## config.mk

```make
export PLATFORM = sky130hd
export DESIGN_NAME = shake256_padder
export DESIGN_NICKNAME = d
export VERILOG_FILES = /design/src/rtl/shake256_padder.sv
export SDC_FILE = /design/constraint.sdc
export NUM_CORES = 2
export LEC_CHECK = 0
export ABC_AREA = 1
export ABC_CLOCK_PERIOD_IN_PS = 4250
export CAP_MARGIN = 10
export CORE_AREA = 5 5 455 457
export CTS_BUF_LIST = sky130_fd_sc_hd__clkbuf_16
export DETAILED_ROUTE_END_ITERATION = 8
export DIE_AREA = 0 0 460 462
export SYNTH_ARGS = -nofsm -noshare
export SYNTH_HDL_FRONTEND = slang
export SYNTH_SLANG_ARGS = --single-unit
export TNS_END_PERCENT = 20
```

## constraint.sdc

```tcl
create_clock -name clock -period 4.25 [get_ports clock]
set_input_delay 1.275 -clock clock [delete_from_list [all_inputs] [get_ports clock]]
set_output_delay 1.275 -clock clock [all_outputs]
set_load 0.02 [all_outputs]
```

## src/rtl/shake256_padder.sv

```systemverilog
// SHAKE256 message padder: packs 64-bit message words into 1088-bit rate blocks
// and applies the 0x1F ... 0x80 domain/pad10*1 padding on the final block.
module shake256_padder (
  input  logic          clock,
  input  logic          reset,
  input  logic          in_valid,
  output logic          in_ready,
  input  logic [63:0]   in_data,
  input  logic          in_last,
  input  logic [3:0]    in_bytes,
  output logic          out_valid,
  input  logic          out_ready,
  output logic [1087:0] out_block,
  output logic [10:0]   out_length,
  output logic          out_final
);

  typedef enum logic [1:0] {FILL, EMIT, PADONLY} state_t;

  localparam logic [1087:0] PAD_ONLY_BLOCK = {8'h80, 1072'b0, 8'h1F};

  state_t          r_state;
  state_t          w_state_next;
  logic [1087:0]   r_buf;
  logic [4:0]      r_word_cnt;
  logic            r_pend;
  logic [10:0]     r_len;
  logic            r_final;

  logic            w_accept;
  logic            w_full;
  logic [3:0]      w_cnt_bytes;
  logic [63:0]     w_word;
  logic [7:0]      w_n;
  logic            w_pad_now;
  logic            w_close;
  logic [1087:0]   w_buf_wr;

  function automatic logic [63:0] mask_word(input logic [63:0] d, input logic [3:0] nb);
    mask_word = '0;
    for (int j = 0; j < 8; j++)
      if (4'(j) < nb) mask_word[8*j +: 8] = d[8*j +: 8];
  endfunction

  // Byte n is always zero here because unused bytes are written as zero.
  function automatic logic [1087:0] pad_block(input logic [1087:0] b, input logic [7:0] n);
    pad_block = b;
    for (int k = 0; k < 136; k++)
      if (8'(k) == n) pad_block[8*k +: 8] = 8'h1F;
    pad_block[1087:1080] = pad_block[1087:1080] | 8'h80;
  endfunction

  assign w_accept    = in_valid && in_ready;
  assign w_full      = (r_word_cnt == 5'd16);
  assign w_cnt_bytes = !in_last ? 4'd8 : ((in_bytes > 4'd8) ? 4'd8 : in_bytes);
  assign w_word      = mask_word(in_data, w_cnt_bytes);
  assign w_n         = {r_word_cnt, 3'b000} + {4'b0000, w_cnt_bytes};
  assign w_pad_now   = in_last && (w_n < 8'd136);
  assign w_close     = w_accept && (in_last || w_full);

  always_comb begin
    w_buf_wr = r_buf;
    w_buf_wr[{r_word_cnt, 6'b000000} +: 64] = w_word;
  end

  always_ff @(posedge clock or negedge reset) begin
    if (!reset) r_state <= FILL;
    else        r_state <= w_state_next;
  end

  always_comb begin
    w_state_next = r_state;
    case (r_state)
      FILL:    if (w_close)   w_state_next = EMIT;
      EMIT:    if (out_ready) w_state_next = r_pend ? PADONLY : FILL;
      PADONLY: if (out_ready) w_state_next = FILL;
      default:                w_state_next = FILL;
    endcase
  end

  always_comb begin
    in_ready  = (r_state == FILL);
    out_valid = (r_state == EMIT) || (r_state == PADONLY);
  end

  // Word counter restarts on the closing word so FILL re-entry needs no extra clear.
  always_ff @(posedge clock or negedge reset) begin
    if (!reset) begin
      r_buf      <= '0;
      r_word_cnt <= '0;
      r_pend     <= 1'b0;
      r_len      <= '0;
      r_final    <= 1'b0;
    end else begin
      case (r_state)
        FILL: begin
          if (w_accept) begin
            r_buf <= w_pad_now ? pad_block(w_buf_wr, w_n) : w_buf_wr;
            if (w_close) begin
              r_word_cnt <= '0;
              r_len      <= w_pad_now ? {w_n, 3'b000} : 11'd1088;
              r_final    <= w_pad_now;
              r_pend     <= in_last && !w_pad_now;
            end else begin
              r_word_cnt <= r_word_cnt + 5'd1;
            end
          end
        end
        EMIT: begin
          if (out_ready) begin
            r_buf   <= r_pend ? PAD_ONLY_BLOCK : '0;
            r_len   <= '0;
            r_final <= r_pend;
          end
        end
        PADONLY: begin
          if (out_ready) begin
            r_buf   <= '0;
            r_pend  <= 1'b0;
            r_final <= 1'b0;
          end
        end
        default: begin
          r_buf <= '0;
        end
      endcase
    end
  end

  assign out_block  = r_buf;
  assign out_length = r_len;
  assign out_final  = r_final;

endmodule

```

==> impl_metrics.env <==
export IMPL_busiest_layer="met2"
export IMPL_synth_top_area_frac=0.498
export IMPL_switching_power_mw=21.0
export IMPL_grt_max_degree=114
export IMPL_ys_top_cells_by_count="nand2_1, dfrtp_1, o21ai_0"
export IMPL_dr_first_iter_drc_count=7486
export IMPL_synth_distinct_cells=39
export IMPL_fin_crit_ns=4.07
export IMPL_grt_pass1_wl_mm=502
export IMPL_yosys_warnings=0
export IMPL_core_um2=203000
export IMPL_hold_buffers=0
export IMPL_rsz0062_at_grt="no"
export IMPL_cell_internal_pwr_mw=23.2
export IMPL_worstPathRequired_ns=4.94
export IMPL_syn_avg_cell_area_um2=7.17
export IMPL_nFillCells=21200
export IMPL_ctsResizeCount=0
export IMPL_status="completed"
export IMPL_p_seq_frac=0.280
export IMPL_irDropWorstVdd_v=0.000752
export IMPL_area_growth_pct=40.8
export IMPL_combPwrFrac=0.452
export IMPL_antenna_found_initial=41
export IMPL_vias=62600
export IMPL_met1_usage=0.411
export IMPL_crit_fanout=7
export IMPL_yosys_area_top_type="dfrtp_1"
export IMPL_setup_viol=0
export IMPL_first_pass_iters=9
export IMPL_netlist_area_um2=55600
export IMPL_dp_hpwl_mm=284
export IMPL_start_util=0.274
export IMPL_cts_buffer_depth=3
export IMPL_dpl_worst_slack_ns=-0.717
export IMPL_grt_use_total=0.340
export IMPL_ios=1175
export IMPL_cts_tree="done"
export IMPL_drive_gt1_frac=0.0861
export IMPL_switching_share=0.475
export IMPL_post_cts_buffers=0
export IMPL_final_period_utilization=0.958
export IMPL_path_class="input port to flip-flop"
export IMPL_p_clk_frac=0.268
export IMPL_clk_pin_slew_ns=0.06
export IMPL_syn_inst=7748
export IMPL_die_area_um2=213000
export IMPL_grt_overflow_total=0
export IMPL_postLayoutCoreUtil=0.385
export IMPL_num_rows=166
export IMPL_synth_edf_count=0
export IMPL_p_total_mw=44.2
export IMPL_worst_pin_slew_ns=1.31
export IMPL_clock_skew_ns=0.0369
export IMPL_synth_area_leaders="dfrtp_1, nand2_1, o21ai_0, nor2_1, nand3_1"
export IMPL_die_w_um=460
export IMPL_critPathCaptureType="flip-flop"
export IMPL_worstPathArrival_ns=4.76
export IMPL_p_leak_nw=38.2
export IMPL_drc=0
export IMPL_grt_pass1_vias=59000
export IMPL_yosysSeqAreaShare=0.498
export IMPL_vias_per_cell=5.25
export IMPL_cts_root_buf="clkbuf_16"
export IMPL_layout_nets=9196
export IMPL_grt_met3_usage=0.115
export IMPL_die_h_um=462
export IMPL_h_tree_depth=4
export IMPL_synth_ff_type="dfrtp_1"
export IMPL_ant_nets=0
export IMPL_worst_slack_ns=0.179
export IMPL_ys_seq_elements=1105
export IMPL_ys_async_sr_fraction=1.00
export IMPL_insertion_delay_ns=0.82
export IMPL_gp_congestion=0.943
export IMPL_drt_wl_total_mm=375
export IMPL_max_freq_ghz=0.246
export IMPL_worstHoldPathType="flip-flop to flip-flop"
export IMPL_final_hold_violation_count=0
export IMPL_p_per_area_nw_per_um2=565
export IMPL_drv_cap=0
export IMPL_grt_util_met2=0.528
export IMPL_wl_per_cell_um=31.4
export IMPL_slew_violations=0
export IMPL_cts_buffers=137
export IMPL_numPortBuffers=1171
export IMPL_cts_sinks=1105
export IMPL_synth_most_common_cell="nand2_1"
export IMPL_critPathLaunchType="input port"
export IMPL_maxSlewHeadroom=0.120
-- registers in the layout, indices dropped and copies added, names as in the netlist --
| signal | count |
|---|---|
| out_final | 1 |
| out_length | 8 |
| out_block | 1088 |
| r_pend | 1 |
| r_word_cnt | 5 |
| r_state | 2 |
-- stage by stage --
stage / cells / setup TNS, ns / hold WS (ns) / cell area (um2)
floorplan: 7750 / 0 / 0.530 / 55600
global placement: 11700 / -186.08 / 0.460 / 73800
detailed placement: 11700 / -198.43 / 0.464 / 73800
CTS: 11900 / 0 / 0.479 / 78200
global route: 11900 / 0 / 0.487 / 78200
finish: 11900 / 0 / 0.477 / 78200
-- power groups by stage --
stage               clock, mW  sequential, mW  combinational, mW
floorplan                   0            13.3               8.11
global placement            0            12.5               19.7
detailed placement          0            12.5               19.8
CTS                      12.0            12.4               19.8
global route             12.4            12.5               20.9
finish                   11.8            12.4               20.0
-- critical path, cell delays in order --
cell	delay, ns
clkdlybuf4s50_1	0.79
nand2_1	0.16
ha_1	0.26
ha_1	0.24
inv_1	0.06
nand2_1	0.05
nand2_1	0.12
inv_1	0.07
nor2_1	0.14
nand4_1	0.22
buf_4	0.30
nor2_1	0.55
inv_1	0.16
a21oi_1	0.29
nor2_1	0.07
-- logic make-up after synthesis --
family / after synthesis / share of synthesized area
and+or+nand+nor: 4588 / 0.325
other: 1 / 0.0000675
adders and majority gates: 12 / 0.00270
DFF: 1105 / 0.498
buffers and inverters: 819 / 0.0603
AOI/OAI and AO/OA: 1223 / 0.115
-- placed cells by master, fill, tap and decap left out, drive strengths merged, types with 11 or more instances in the layout --
cell and instances:
clkbuf 139, buf 508, nor3 57, clkdlybuf4s50 1170
o21ai 940, nand4 24, o211ai 49, o22ai 52
nand3 418, a21oi 154, bufinv 11, diode 28
inv 400, clkinv 57, ha 12, nor2 630
dfrtp 1105, nand2 3449
-- per-layer routing --
layer | share of wire | routed length [um]
met1 | 0.38 | 143000
met2 | 0.44 | 166000
met3 | 0.11 | 40800
met4 | 0.068 | 25300
met5 | 0.00011 | 41
-- final cells by class --
class / instances / area [um2] / area share
antenna: 28 / 70.1 / 0.000896
inverter: 363 / 1370 / 0.0175
multi-input combinational: 5826 / 24700 / 0.316
clock inverter: 108 / 873 / 0.0112
timing repair buffer: 1678 / 16700 / 0.213
sequential: 1105 / 27700 / 0.353
tap: 2688 / 3360 / 0.0430
clock buffer: 139 / 3480 / 0.0445
-- path summary, 6_finish.rpt --
check                                 from               to  slack (ns)  cells after the start
max                                in_last   out_block[190]        0.18                     15
max in group asynchronous            reset   out_block[293]        2.58                      2
max reg2reg                  r_word_cnt[0]   out_block[628]        0.29                     14
min in group asynchronous            reset   out_block[656]        0.57                      1
min                        out_block[1058]  out_block[1058]        0.48                      2
min reg2reg                out_block[1058]  out_block[1058]        0.48                      2
Note: power is estimated with default switching activity, not from simulation.
